`config.mk`:
```
export PLATFORM = sky130hd
export DESIGN_NAME = c1541_track_sched_flat
export DESIGN_NICKNAME = d
export VERILOG_FILES = /design/src/rtl/c1541_track_sched_if.sv /design/src/rtl/c1541_track_sched.sv /design/src/flat_wrapper.sv
export SDC_FILE = /design/constraint.sdc
export NUM_CORES = 1
export LEC_CHECK = 0
export ABC_AREA = 1
export BUFFER_PORTS_ARGS = -buffer_cell sky130_fd_sc_hd__buf_2
export CAP_MARGIN = 10
export CORE_UTILIZATION = 35
export CTS_CLUSTER_SIZE = 24
export DETAILED_ROUTE_END_ITERATION = 8
export PLACE_DENSITY = 0.53
export SYNTH_ARGS = -nofsm -noshare
export SYNTH_HDL_FRONTEND = slang
export SYNTH_SLANG_ARGS = --single-unit
```
`constraint.sdc`:
```
create_clock -name clk32 -period 2.4 [get_ports clk32]
set_input_delay 0 -clock clk32 [delete_from_list [all_inputs] [get_ports clk32]]
set_output_delay 0 -clock clk32 [all_outputs]
set_load 0.005 [all_outputs]
```
`src/rtl/c1541_track_sched_if.sv`:
```
// c1541_track_sched_if
//   Groups the drive-logic and SD-loader signals of the 1541 head tracker.
//   slave  : the tracker itself (consumes stepper/motor/pulses, drives requests and head state)
//   master : the environment (drive logic core + SD/track-buffer loader)
//   Signals:
//     stp[1:0]      stepper phase from drive logic
//     mtr           spindle motor on
//     dirty         pulse: track buffer was written
//     img_mounted   pulse: new disk image inserted
//     sd_done       pulse: current SD transfer finished
//     sd_rd, sd_wr  load / save request levels
//     sd_track[5:0] track number for the active request (0 when none)
//     htrack[6:0]   current half-track
//     tr00_sense_n  low when the head is on half-track 0
//     busy          scheduler not idle
interface c1541_track_sched_if;
   logic [1:0] stp;
   logic       mtr;
   logic       dirty;
   logic       img_mounted;
   logic       sd_done;
   logic       sd_rd;
   logic       sd_wr;
   logic [5:0] sd_track;
   logic [6:0] htrack;
   logic       tr00_sense_n;
   logic       busy;

   modport slave (
      input  stp, mtr, dirty, img_mounted, sd_done,
      output sd_rd, sd_wr, sd_track, htrack, tr00_sense_n, busy
   );

   modport master (
      output stp, mtr, dirty, img_mounted, sd_done,
      input  sd_rd, sd_wr, sd_track, htrack, tr00_sense_n, busy
   );
endinterface

```
`src/rtl/c1541_track_sched.sv`:
```
// c1541_track_sched
//   Head-position tracker and track-buffer scheduler for the 1541 drive model.
//   Decodes stepper phases into a half-track position, drives the track-0 sense line,
//   and after the head settles on a new track writes back the previous track (if modified)
//   and loads the new one through the SD-side request lines.
//   Ports:
//     clk32  system clock, posedge
//     reset  asynchronous, active-high
//     bus    c1541_track_sched_if.slave (stepper/motor/pulses in, requests/head state out)
//   Parameters:
//     SETTLE_CYCLES  head-settle delay in clk32 cycles
//     MAX_HTRACK     highest half-track, position saturates there
//     RESET_HTRACK   head position after reset
//   Build option:
//     C1541_SAVE_EN  when defined, modified tracks are written back (SAVE state, sd_wr);
//                    when undefined, dirty is ignored and sd_wr is tied low.
module c1541_track_sched #(
   parameter logic [19:0] SETTLE_CYCLES = 20'd640000,
   parameter logic [6:0]  MAX_HTRACK    = 7'd83,
   parameter logic [6:0]  RESET_HTRACK  = 7'd34
) (
   input logic                    clk32,
   input logic                    reset,
   c1541_track_sched_if.slave     bus
);

   localparam logic [1:0] ST_IDLE   = 2'd0;
   localparam logic [1:0] ST_SETTLE = 2'd1;
   localparam logic [1:0] ST_SAVE   = 2'd2;
   localparam logic [1:0] ST_LOAD   = 2'd3;

   logic [1:0]  state_q, state_d;
   logic [1:0]  stp_prev_q;
   logic [6:0]  htrack_q, htrack_d;
   logic        reload_q;
   logic        img_present_q;
   logic        mount_pend_q, mount_pend_d;
   logic        dirty_flag_q;
   logic [5:0]  loaded_q, loaded_d;
   logic [5:0]  lat_q, lat_d;
   logic [19:0] cnt_q, cnt_d;
   logic        sd_rd_q, sd_wr_q, busy_q, tr00_q;
   logic [5:0]  sd_track_q, sd_track_d;

   logic [1:0]  step_diff;
   logic        step_up, step_dn;
   logic [5:0]  target;

   // ---------------- stepper decode ----------------
   always_comb begin
      step_diff = bus.stp - stp_prev_q;
      step_up   = bus.mtr && (step_diff == 2'd1);
      step_dn   = bus.mtr && (step_diff == 2'd3);
      htrack_d  = htrack_q;
      if (step_up && (htrack_q < MAX_HTRACK)) begin
         htrack_d = htrack_q + 7'd1;
      end else if (step_dn && (htrack_q != 7'd0)) begin
         htrack_d = htrack_q - 7'd1;
      end
   end

   assign target = htrack_q[6:1] + 6'd1;

   // ---------------- scheduler FSM ----------------
   always_comb begin
      state_d  = state_q;
      cnt_d    = cnt_q;
      lat_d    = lat_q;
      loaded_d = loaded_q;
      case (state_q)
         ST_IDLE: begin
            if (img_present_q && ((target != loaded_q) || mount_pend_q)) begin
               state_d = ST_SETTLE;
               cnt_d   = SETTLE_CYCLES - 20'd1;
            end
         end
         ST_SETTLE: begin
            // reload_q is one cycle behind the event so that IDLE-entry and in-SETTLE
            // restarts both give the same event-to-request latency.
            if (reload_q) begin
               cnt_d = SETTLE_CYCLES - 20'd1;
            end else if (cnt_q == 20'd0) begin
               if (dirty_flag_q) begin
                  state_d = ST_SAVE;
               end else begin
                  state_d = ST_LOAD;
                  lat_d   = target;
               end
            end else begin
               cnt_d = cnt_q - 20'd1;
            end
         end
         ST_SAVE: begin
            if (bus.sd_done) begin
               state_d = ST_LOAD;
               lat_d   = target;
            end
         end
         ST_LOAD: begin
            if (bus.sd_done) begin
               state_d  = ST_IDLE;
               loaded_d = lat_q;
            end
         end
         default: state_d = ST_IDLE;
      endcase
   end

   always_comb begin
      mount_pend_d = mount_pend_q;
      if (bus.img_mounted) begin
         mount_pend_d = 1'b1;
      end else if ((state_d == ST_LOAD) && (state_q != ST_LOAD)) begin
         mount_pend_d = 1'b0;
      end
   end

   always_comb begin
      sd_track_d = 6'd0;
      if (state_d == ST_LOAD) begin
         sd_track_d = lat_d;
      end else if (state_d == ST_SAVE) begin
         sd_track_d = loaded_q;
      end
   end

   always_ff @(posedge clk32 or posedge reset) begin
      if (reset) begin
         state_q       <= ST_IDLE;
         stp_prev_q    <= 2'd0;
         htrack_q      <= RESET_HTRACK;
         reload_q      <= 1'b0;
         img_present_q <= 1'b0;
         mount_pend_q  <= 1'b0;
         loaded_q      <= 6'd0;
         lat_q         <= 6'd0;
         cnt_q         <= 20'd0;
         sd_rd_q       <= 1'b0;
         busy_q        <= 1'b0;
         tr00_q        <= 1'b1;
         sd_track_q    <= 6'd0;
      end else begin
         state_q       <= state_d;
         stp_prev_q    <= bus.stp;
         htrack_q      <= htrack_d;
         reload_q      <= (htrack_d != htrack_q) || bus.img_mounted;
         img_present_q <= img_present_q || bus.img_mounted;
         mount_pend_q  <= mount_pend_d;
         loaded_q      <= loaded_d;
         lat_q         <= lat_d;
         cnt_q         <= cnt_d;
         sd_rd_q       <= (state_d == ST_LOAD);
         busy_q        <= (state_d != ST_IDLE);
         tr00_q        <= (htrack_d != 7'd0);
         sd_track_q    <= sd_track_d;
      end
   end

`ifdef C1541_SAVE_EN
   logic dirty_flag_d;

   always_comb begin
      dirty_flag_d = dirty_flag_q;
      if ((state_q == ST_SAVE) && bus.sd_done) begin
         dirty_flag_d = 1'b0;
      end else if (bus.img_mounted && (state_q != ST_SAVE)) begin
         dirty_flag_d = 1'b0;
      end
      // A write arriving with the clear must survive, or its data would be lost.
      if (bus.dirty) begin
         dirty_flag_d = 1'b1;
      end
   end

   always_ff @(posedge clk32 or posedge reset) begin
      if (reset) begin
         dirty_flag_q <= 1'b0;
         sd_wr_q      <= 1'b0;
      end else begin
         dirty_flag_q <= dirty_flag_d;
         sd_wr_q      <= (state_d == ST_SAVE);
      end
   end
`else
   logic unused_dirty;
   assign unused_dirty = bus.dirty;
   assign dirty_flag_q = 1'b0;
   assign sd_wr_q      = 1'b0;
`endif

   assign bus.sd_rd        = sd_rd_q;
   assign bus.sd_wr        = sd_wr_q;
   assign bus.sd_track     = sd_track_q;
   assign bus.htrack       = htrack_q;
   assign bus.tr00_sense_n = tr00_q;
   assign bus.busy         = busy_q;

endmodule

```
`src/flat_wrapper.sv`:
```
// flat-port wrapper written by rule: the top's interface ports become plain ports
module c1541_track_sched_flat 
#(
   parameter logic [19:0] SETTLE_CYCLES = 20'd640000,
   parameter logic [6:0]  MAX_HTRACK    = 7'd83,
   parameter logic [6:0]  RESET_HTRACK  = 7'd34
)
  (clk32, reset, bus_stp, bus_mtr, bus_dirty, bus_img_mounted, bus_sd_done, bus_sd_rd, bus_sd_wr, bus_sd_track, bus_htrack, bus_tr00_sense_n, bus_busy);
  c1541_track_sched_if bus_i ();
  input logic clk32;
  input logic reset;
  input wire logic [$bits(bus_i.stp)-1:0] bus_stp;
  input wire logic [$bits(bus_i.mtr)-1:0] bus_mtr;
  input wire logic [$bits(bus_i.dirty)-1:0] bus_dirty;
  input wire logic [$bits(bus_i.img_mounted)-1:0] bus_img_mounted;
  input wire logic [$bits(bus_i.sd_done)-1:0] bus_sd_done;
  output wire logic [$bits(bus_i.sd_rd)-1:0] bus_sd_rd;
  output wire logic [$bits(bus_i.sd_wr)-1:0] bus_sd_wr;
  output wire logic [$bits(bus_i.sd_track)-1:0] bus_sd_track;
  output wire logic [$bits(bus_i.htrack)-1:0] bus_htrack;
  output wire logic [$bits(bus_i.tr00_sense_n)-1:0] bus_tr00_sense_n;
  output wire logic [$bits(bus_i.busy)-1:0] bus_busy;
  assign bus_i.stp = bus_stp;
  assign bus_i.mtr = bus_mtr;
  assign bus_i.dirty = bus_dirty;
  assign bus_i.img_mounted = bus_img_mounted;
  assign bus_i.sd_done = bus_sd_done;
  assign bus_sd_rd = bus_i.sd_rd;
  assign bus_sd_wr = bus_i.sd_wr;
  assign bus_sd_track = bus_i.sd_track;
  assign bus_htrack = bus_i.htrack;
  assign bus_tr00_sense_n = bus_i.tr00_sense_n;
  assign bus_busy = bus_i.busy;
  c1541_track_sched #(.SETTLE_CYCLES(SETTLE_CYCLES), .MAX_HTRACK(MAX_HTRACK), .RESET_HTRACK(RESET_HTRACK)) u_core (.clk32(clk32), .reset(reset), .bus(bus_i));
endmodule
```
# After elaboration in Yosys (flattened, before gate mapping)
# Index checks and enable logic that the tools add are counted.
dict set report word_totals {
  reg_bits 55
  wordCells 69
}
dict set report classes {
  order_cmp 1
  n_reduce_logical 18
  muxes 20
  addsub 5
  eq_ne 12
}
# cell n
set op_table {}
lappend op_table {{$mux W20} 3}
lappend op_table {{$pmux W20 S2} 1}
lappend op_table {{$mux W6} 5}
lappend op_table {{$logic_not A20 Y1} 1}
lappend op_table {{$sub A20 B1 Y20 const B} 1}
lappend op_table {{$mux W7} 2}
lappend op_table {{$reduce_bool A7 Y1} 2}
lappend op_table {{$pmux W6 S2} 1}
lappend op_table {{$eq A2 B2 Y1 const B} 5}
lappend op_table {{$mux W2} 5}
lappend op_table {{$pmux W2 S4} 1}
lappend op_table {{$add A7 B1 Y7 const B} 1}
lappend op_table {{$lt A7 B7 Y1 const B} 1}
lappend op_table {{$ne A7 B7 Y1} 1}
lappend op_table {{$sub A7 B1 Y7 const B} 1}
lappend op_table {{$add A6 B1 Y6 const B} 1}
lappend op_table {{$logic_and A1 B1 Y1} 6}
lappend op_table {{$ne A6 B6 Y1} 1}
lappend op_table {{$reduce_bool A2 Y1} 3}
lappend op_table {{$eq A2 B1 Y1 const B} 2}
lappend op_table {{$logic_or A1 B1 Y1} 3}
lappend op_table {{$ne A3 B2 Y1 const B} 1}
lappend op_table {{$reduce_and A3 Y1} 1}
lappend op_table {{$logic_not A2 Y1} 1}
lappend op_table {{other kinds (5)} 6}

# Longest topological paths before layout
# Gate-level depths: netlist of the first run.
dict set report logic_depth {
  ltp_word 10
  mapped_depth 17
}

# Worst setup path after synthesis of the first run
# Ideal clock, no wire load.
dict set report synth_path {
  kind {reg2reg}
  start {register u_core.htrack_q[1], in the netlist u_core.bus.htrack[1]}
  end {register u_core.cnt_q[2]}
  period_less_slack_ns 2.210
  arrival_ns 2.090
  setup_slack_ns 0.190
  setup_time_ns 0.120
  required_ns 2.280
  stages_incl_launch_ff 18
  cell_sequence {dfstp_2 -> buf_2 -> inv_1 -> ha_1 -> inv_1 -> nand2_1 -> nand3_1 -> nor2_1 -> nand3_1 -> nor2_1 -> nand2_1 -> nand2_1 -> nand2_2 -> nand2_8 -> inv_6 -> buf_6 -> o21ai_2 -> nand2_1}
}
dict set report synth_via {
  elab_chain_cells 6
}
# element line
set synth_rtl {}
lappend synth_rtl {{start, declared} c1541_track_sched.sv:34} ;# logic [6:0] htrack_q, htrack_d;
lappend synth_rtl {{start signal, assigned} c1541_track_sched.sv:145} ;# htrack_q <= htrack_d;
lappend synth_rtl {{$add A6 B1 Y6} c1541_track_sched.sv:62} ;# assign target = htrack_q[6:1] + 6'd1;
lappend synth_rtl {{$ne A6 B6 Y1} c1541_track_sched.sv:72} ;# if (img_present_q && ((target != loaded_q) || mount_pend_q)) begin
lappend synth_rtl {{$logic_or A1 B1 Y1} c1541_track_sched.sv:72}
lappend synth_rtl {{$logic_and A1 B1 Y1} c1541_track_sched.sv:72}
lappend synth_rtl {{$ne A2 B1 Y1 (no source line)} -}
lappend synth_rtl {{$reduce_and A3 Y1 (no source line)} -}
lappend synth_rtl {{end signal, assigned} c1541_track_sched.sv:151} ;# cnt_q <= cnt_d;
lappend synth_rtl {{end, declared} c1541_track_sched.sv:41} ;# logic [19:0] cnt_q, cnt_d;
# No other way between the ends.
# A chain may end at the register's enable or synchronous reset.

# Final worst setup path of the first run
dict set report layout_path {
  start {register u_core.htrack_q[1], in the netlist u_core.bus.htrack[1]}
  end {register u_core.tr00_q, in the netlist u_core.bus.tr00_sense_n}
}
dict set report layout_via {
  elab_chain_cells 5
}
# element line
set layout_rtl {}
lappend layout_rtl {{branches (longest 3 deep; another with $sub A7 B1 Y7)} -}
lappend layout_rtl {{$mux W7 (*)} c1541_track_sched.sv:55} ;# if (step_up && (htrack_q < MAX_HTRACK)) begin
lappend layout_rtl {{$reduce_bool A7 Y1 (*)} c1541_track_sched.sv:154} ;# tr00_q <= (htrack_d != 7'd0);
lappend layout_rtl {{end signal, assigned} c1541_track_sched.sv:154}
lappend layout_rtl {{end, declared} c1541_track_sched.sv:42} ;# logic sd_rd_q, sd_wr_q, busy_q, tr00_q;
# Every way passes the cells marked *.

==> qor_table.md, run 1 <==
| Result | Reported | Unit |
|---|---|---|
| Total Die Area | 0.0106 | mm² |
| Source of the worst register-to-register timing path | u_core.bus.htrack[1] | - |
| Sequential cell area fraction in the yosys report | 0.388 | - |
| Hold path start | bus_sd_done | - |
| RSZ-0062 raised after global routing | no | - |
| DP Worst Slack | 0.0771 | ns |
| Time the worst path needs with I/O delays and setup | 2.16 | ns |
| Finished Core Util | 0.423 | - |
| Starting density of the core | 0.363 | - |
| Core footprint | 0.00982 | mm² |
| Drt initial violations | 112 | - |
| DP Wirelength | 6040 | µm |
| Count of nets left with antenna violations after detail routing | 0 | - |
| Critical path startpoint category | flop | - |
| Synth Warn # | 0 | - |
| Top cell type by total area after synthesis | sky130_fd_sc_hd__dfrtp_1 | - |
| Multi-input logic area | 0.00188 | mm² |
| Worst slew slack as a fraction of its limit | 0.529 | - |
| Post-synthesis async set-or-reset flop share | 1.00 | - |
| Final hold violations | 0 | - |
| WP buf/inv | 3 | - |
| Hold endpoint | u_core.lat_q[1] | - |
| Top FF cell, synth | sky130_fd_sc_hd__dfrtp_1 | - |
| Number of violations of the max-capacitance limit | 0 | - |
| Type of the most critical hold path | in2reg | - |
| Most used standard cells in the synthesized netlist | sky130_fd_sc_hd__nand2_1, sky130_fd_sc_hd__dfrtp_1, sky130_fd_sc_hd__nand3_1 | - |
| Total negative slack for setup checks | 0 | ns |
| Fmax | 0.463 | GHz |
| Mean cell area of the mapped netlist | 7.57 | µm² |
| Power density of the placed cells | 954 | mW/mm² |
| R2r worst-path depth | 15 | - |
| Routed vias/inst | 4.83 | - |
| Crit path required time | 2.65 | ns |
| WL/cell | 13.0 | µm |
| Endpoint of the worst register-to-register path | u_core.bus.tr00_sense_n | - |
| Multiplexer share of the synthesized area | 0 | - |
| Result of the run | finished, final reports clean | - |
| Worst Setup Path Type | reg2reg | - |
| Global route overflow | 0 | - |
| Number of antenna violations at the first check in global routing | 0 | - |
| Kind of cell adding the most delay to the critical path | simple AND/OR/NAND/NOR gates | - |
| Drc violations | 0 | - |
| Number of cells produced by synthesis | 470 | - |
| Sequential cell area in the final layout | 0.00138 | mm² |
| Area Growth Syn to Fin | 16.6 | % |
| Combinational family with the most area after synthesis | simple AND/OR/NAND/NOR gates | - |
| Max FO, Critical Path | 8 | - |
| CTS root buf | sky130_fd_sc_hd__clkbuf_8 | - |
| Number of inserted diodes | 0 | - |
| CTS tree | yes | - |
| Level count of the clock H-tree | 2 | - |
| Post-synth EDFFs | 0 | - |
| Final cycle utilization of the critical path | 0.899 | - |
| Number of ports placed on the die boundary | 25 | - |
| Setup WS post-layout | 0.242 | ns |
| Cell with the largest stage delay on the worst path | sky130_fd_sc_hd__dfstp_2 | - |
| Transition time at the pin with the least slew margin | 0.705 | ns |
| Leading cell type by number of instances after synthesis | sky130_fd_sc_hd__nand2_1 | - |
| Clock transition time at the flip-flop clock pins of the worst setup and hold paths | 0.11 | ns |
| Largest clock skew in the final design | 0.0110 | ns |
| Maximum resistive drop on vdd | 0.356 | mV |
| Placer congestion estimate | 0.837 | - |
| Mapped cell area | 0.00356 | mm² |
| Via count of the first global-routing pass | 2991 | - |
| Fillers | 1029 | - |
| Critical path origin | u_core.bus.htrack[1] | - |
| Skew-Pair Late Insertion Delay | 0.32 | ns |
| Total via count in the routed design | 3126 | - |
| Die boundary width | 103 | µm |
| Proportion of netlist area held by the largest area contributor | 0.366 | - |
| Overall track demand over capacity in global routing | 0.170 | - |
| Buffers from clock root to sink, at most | 2 | - |
| Post-Syn Nets | 490 | - |
| Number of buffers added by the clock tree synthesis step | 5 | - |
| Top cells by area, synth | sky130_fd_sc_hd__dfrtp_1, sky130_fd_sc_hd__nand2_1, sky130_fd_sc_hd__nand3_1 | - |
| Number of max-slew violations in the final report | 0 | - |
| Simple-Gate Fraction of Synth Area | 0.336 | - |
| Global-route wire length before repair | 14000 | µm |
| Kind of end point of the critical path | flop | - |
| Pin count of the biggest net entering global routing | 33 | - |
| Number of rows in the core area | 36 | - |
| Fin nets | 533 | - |
| Static power due to leakage | 2.03 | nW |
| Number of iterations in the first detailed-routing pass | 5 | - |
| Total Power | 3.96 | mW |
| CP Data Arrival Time | 2.41 | ns |
| Most common cell type on the critical path | sky130_fd_sc_hd__nand2_1 | - |
| Count of input and output buffers | 22 | - |
| Max incr delay on CP | 0.57 | ns |
| Post-Synth Adder-Cell Area | 0.0422 | - |
| Number of storage elements in the synthesis netlist | 55 | - |
| # setup viols final | 0 | - |
| Cell depth of the worst hold path | 5 | - |
| Number of distinct library cells after synthesis | 39 | - |
| CTS sink count | 55 | - |
| Crit-path cells | inv_1 > buf_4 > ha_1 > nand3_1 > nor3_1 > nor2_1 > nand2_2 > buf_4 > nand2_1 > o21ai_0 > nand2_1 > o21a_1 > nand2_1 > nor2_1 > nand2_1 | - |
| Fraction of final layout cells with drive strength greater than 1 | 0.210 | - |
| Synthesized-area fraction occupied by xor and xnor cells | 0.0482 | - |
| Compound-cell area share of the yosys netlist | 0.0960 | - |
| Total wire length after detailed routing | 8430 | µm |
| Die boundary height | 103 | µm |
| Setup slack, reg-to-reg | 0.24 | ns |
-- logic make-up after synthesis --
group,after synthesis
flip-flops,55
XOR/XNOR,18
buffers and inverters,72
AND/OR/NAND/NOR,253
adder cells (fa/ha/maj),12
other,1
AO/OA/AOI/OAI,59
-- repair_timing --
action,in CTS,in global routing
endpoints found under the setup margin,0,27
hold buffers,4,0
setup buffers,0,4
hold endpoints to repair,32,0
gates resized for setup,0,8
-- registers in the layout, indices dropped and copies added, names as in the netlist, 2 cells and up --
name                 count
u_core.bus.sd_track      6
u_core.cnt_q            20
u_core.state_q           2
u_core.bus.htrack        7
u_core.loaded_q          6
u_core.stp_prev_q        2
u_core.lat_q             6
-- through the flow --
step | cells | hold slack, ns | instance area, µm²
after floorplan | 470 | 0.0314 | 3560
after global placement | 630 | 0.125 | 3890
after detailed placement | 630 | 0.126 | 3890
after CTS | 642 | 0.168 | 4060
after global routing | 647 | 0.211 | 4150
final | 647 | 0.178 | 4150
-- cells in the final DEF, fill, tap and decap left out, drive strengths merged --
cell type      n
dfstp          3
or2            1
bufinv         2
nand4         11
nand3         56
a31oi          1
ha            12
dlygate4sd3    4
nor3          10
nor2          42
clkinvlp       1
xnor3          1
clkbuf         6
o31ai          1
o21ai         34
a21oi         21
o21a           2
xnor2          6
nor4           1
nand2        129
inv           61
xor2          11
dfrtp         52
nand3b         3
buf           42
conb           1
-- final cells by class --
type                            count  area share
Clock buffer                        5      0.0166
Clock inverter                      3      0.0163
Inverter                           61      0.0570
Multi-Input combinational cell    343       0.453
Sequential cell                    55       0.333
Tap cell                          133      0.0401
Timing Repair Buffer               47      0.0844
-- worst min-delay path: cells and delay by family --
kind	cells	cell delay [ns]
compound gates	1	0.10
buf+inv	1	0.19
simple gates	3	0.17
-- worst max-delay path by stage --
stage          slack, ns  cells after the start                       to
4_1_cts             0.06                     15   u_core.bus.sd_track[3]
6_report            0.24                     15  u_core.bus.tr00_sense_n
5_1_grt            0.009                     16         u_core.cnt_q[15]
3_3_place_gp        0.16                     14      u_core.mount_pend_q
2_1_floorplan       0.19                     17          u_core.cnt_q[2]
3_5_place_dp        0.08                     14      u_core.mount_pend_q
-- power by group --
group	switching, mW	leakage [nW]	total, mW	internal, mW
Combinational	1.12	1.33	1.83	0.708
Clock	0.332	0.0644	0.749	0.416
Sequential	0.245	0.638	1.39	1.14
-- routing by layer --
metal / up-vias / global-route usage / part of all wire
met3: 13 / 0.0224 / 0.027
met2: 57 / 0.280 / 0.47
met4: 0 / 0.0520 / 0.020
met1: 1460 / 0.233 / 0.49
met5: - / 0 / 0
li1: 1596 / - / -
Note: power is estimated with default switching activity, not from simulation.
==> run 2: changes to the inputs <==
- GPL_TIMING_DRIVEN: not set -> 0
==> run 2 against run 1 <==
Combinational power grew 4%. First-iteration DRC count up 14%. Clock skew is 0.0030 ns higher. Non-clock buffer count decreased by 3. Utilization is 0.10 points lower. Flip-flop and latch count unchanged. Largest cell class unchanged. Largest power group unchanged.
==> qor_table.md, run 2 (synthesized netlist as in run 1, its figures left out) <==
| Result | Reported | Unit |
|---|---|---|
| Overall track demand over capacity in global routing | 0.171 | - |
| Pin count of the biggest net entering global routing | 35 | - |
| Relative contribution of the clock network to total power | 0.172 | - |
| Kind of end point of the critical path | flop | - |
| Max reg flops | 20 | - |
| Fraction of final layout cells with drive strength greater than 1 | 0.213 | - |
| Area Growth Syn to Fin | 16.3 | % |
| Total Die Area | 0.0106 | mm² |
| Critical path startpoint category | flop | - |
| Fin nets | 531 | - |
| # placed instances | 625 | - |
| Power density of the placed cells | 946 | mW/mm² |
| Core footprint | 0.00982 | mm² |
| DP Wirelength | 6210 | µm |
| Via count of the first global-routing pass | 2847 | - |
| Largest clock skew in the final design | 0.0140 | ns |
| Type of the most critical hold path | in2reg | - |
| Count of input and output buffers | 21 | - |
| Max FO, Critical Path | 10 | - |
| Number of buffers added by the clock tree synthesis step | 5 | - |
| Multi-input logic area | 0.00192 | mm² |
| Internal Power | 2.19 | mW |
| Fmax | 0.438 | GHz |
| Final cycle utilization of the critical path | 0.952 | - |
| Drt initial violations | 128 | - |
| Global-route wire length before repair | 14000 | µm |
| CTS root buf | sky130_fd_sc_hd__clkbuf_8 | - |
| Static power due to leakage | 2.03 | nW |
| Switching part of the total power | 0.441 | - |
| CP Data Arrival Time | 2.49 | ns |
| CP Capture Point | u_core.cnt_q[17] | - |
| Source of the worst register-to-register timing path | u_core.bus.htrack[1] | - |
| Transition time at the pin with the least slew margin | 0.747 | ns |
| Worst slew slack as a fraction of its limit | 0.500 | - |
| R2r worst-path depth | 17 | - |
| Worst Setup Path Type | reg2reg | - |
| Result of the run | finished, final reports clean | - |
| Skew-Pair Late Insertion Delay | 0.32 | ns |
| Drc violations | 0 | - |
| Number of inserted diodes | 0 | - |
| Total wire length after detailed routing | 8640 | µm |
| Time the worst path needs with I/O delays and setup | 2.28 | ns |
| Number of antenna violations at the first check in global routing | 0 | - |
| Max incr delay on CP | 0.57 | ns |
| CTS tree | yes | - |
| Final hold violations | 0 | - |
| Crit path required time | 2.61 | ns |
| Commonest cells after routing, fill and taps aside | sky130_fd_sc_hd__nand2_1, sky130_fd_sc_hd__dfrtp_1, sky130_fd_sc_hd__nand3_1, sky130_fd_sc_hd__inv_1, sky130_fd_sc_hd__nor2_1 | - |
| Cell with the largest stage delay on the worst path | sky130_fd_sc_hd__dfstp_2 | - |
| Number of rows in the core area | 36 | - |
| Setup slack, reg-to-reg | 0.12 | ns |
| Final non-filler cell total | 645 | - |
| Total via count in the routed design | 3141 | - |
| Critical path origin | u_core.bus.htrack[1] | - |
| Total Power | 3.92 | mW |
| Starting density of the core | 0.363 | - |
| Buffers from clock root to sink, at most | 2 | - |
| RSZ-0062 raised after global routing | yes | - |
| Net switching power figure | 1.73 | mW |
| Placer congestion estimate | 0.782 | - |
| Most common cell type on the critical path | sky130_fd_sc_hd__nand2_1 | - |
| Number of ports placed on the die boundary | 25 | - |
| WL/cell | 13.4 | µm |
| Maximum resistive drop on vdd | 0.447 | mV |
| Fillers | 1053 | - |
| Sequential cell area in the final layout | 0.00138 | mm² |
| Most common cell after layout, fill and taps aside | sky130_fd_sc_hd__nand2_1 | - |
| Die boundary height | 103 | µm |
| Number of violations of the max-capacitance limit | 0 | - |
| Routed vias/inst | 4.87 | - |
| Clock transition time at the flip-flop clock pins of the worst setup and hold paths | 0.11 | ns |
| Number of iterations in the first detailed-routing pass | 4 | - |
| Comb power frac | 0.487 | - |
| Number of max-slew violations in the final report | 0 | - |
| Endpoint of the worst register-to-register path | u_core.cnt_q[17] | - |
| Die boundary width | 103 | µm |
| # setup viols final | 0 | - |
| Count of nets left with antenna violations after detail routing | 0 | - |
| Crit-path cells | buf_6 > inv_2 > ha_4 > inv_1 > nand2_1 > nand3_1 > nor2_2 > nand3_1 > nor2_1 > nand2_1 > nand2_4 > nand2_4 > nand2_8 > inv_6 > buf_8 > nand3_2 > nand2_1 | - |
| Level count of the clock H-tree | 2 | - |
| Reg with most FFs | u_core.cnt_q | - |
| CTS sink count | 55 | - |
| Sequential Power Share | 0.340 | - |
| Global route overflow | 0 | - |
-- run 2: changes by cell type in the layout (fill, tap and decap cells not counted), moves of 2 or more --
cell | before | now
sky130_fd_sc_hd__nand2_4 | 2 | 4
sky130_fd_sc_hd__buf_4 | 18 | 9
sky130_fd_sc_hd__clkbuf_1 | 0 | 2
sky130_fd_sc_hd__buf_6 | 0 | 3
sky130_fd_sc_hd__nand2_1 | 116 | 114
sky130_fd_sc_hd__buf_8 | 0 | 2
sky130_fd_sc_hd__inv_6 | 1 | 3
-- run 2: final cells by class --
class,count,area share
Buffer,11,0.0233
Tap cell,133,0.0402
Multi-Input combinational cell,344,0.463
Inverter,61,0.0577
Clock inverter,2,0.00937
Sequential cell,55,0.334
Clock buffer,6,0.0199
Timing Repair Buffer,33,0.0526
-- run 2: worst min-delay path by stage --
stage / start / end / slack, ns / cells after the start
2_1_floorplan: bus_stp[0] / u_core.stp_prev_q[0] / 0.03 / 0
3_3_place_gp: bus_stp[0] / u_core.stp_prev_q[0] / 0.13 / 1
3_5_place_dp: reset / u_core.stp_prev_q[1] / 0.06 / 2
5_1_grt: bus_mtr / u_core.reload_q / 0.22 / 5
6_report: bus_mtr / u_core.reload_q / 0.18 / 5
4_1_cts: bus_mtr / u_core.reload_q / 0.18 / 5
-- run 2: timing repair --
action                                  CTS  global route
endpoints found under the setup margin   32            30
hold buffers                              4             0
hold endpoints to repair                 23             0
buffers inserted                          1             6
cloned                                    0             1
resized for setup                         9            11
pin swaps                                 0             6
-- run 2: per-layer routing --
layer,up-vias,share of wire,GRT usage
met5,-,0,0
met4,0,0.013,0.0520
met3,9,0.026,0.0224
met2,50,0.48,0.278
met1,1487,0.48,0.236
li1,1595,-,-
-- run 2: stage by stage --
stage / setup TNS (ns) / util / instance area, µm² / hold WS, ns / setup slack, ns
CTS: 0 / 0.413 / 4050 / 0.183 / 0.00595
global placement: -7.08 / 0.390 / 3830 / 0.127 / -0.337
global route: -0.0710 / 0.422 / 4140 / 0.216 / -0.0213
floorplan: 0 / - / 3560 / 0.0314 / 0.190
detailed placement: -7.52 / 0.392 / 3850 / 0.0560 / -0.351
finish: 0 / 0.422 / 4140 / 0.183 / 0.116
-- run 2: worst max-delay path: cells and delay by family, from the launching register on --
family                   cells  cell delay [ns]
AND/OR/NAND/NOR             11             0.90
flip-flops                   1             0.57
buffers and inverters        5             0.43
adder cells (fa/ha/maj)      1             0.27
-- run 2: power by group through the flow --
stage	Sequential (mW)	Clock [mW]	Combinational, mW
after floorplan	1.31	0	1.32
after global placement	1.35	0	1.72
after detailed placement	1.35	0	1.74
after CTS	1.33	0.698	1.83
after global routing	1.37	0.720	2.13
final	1.33	0.674	1.91
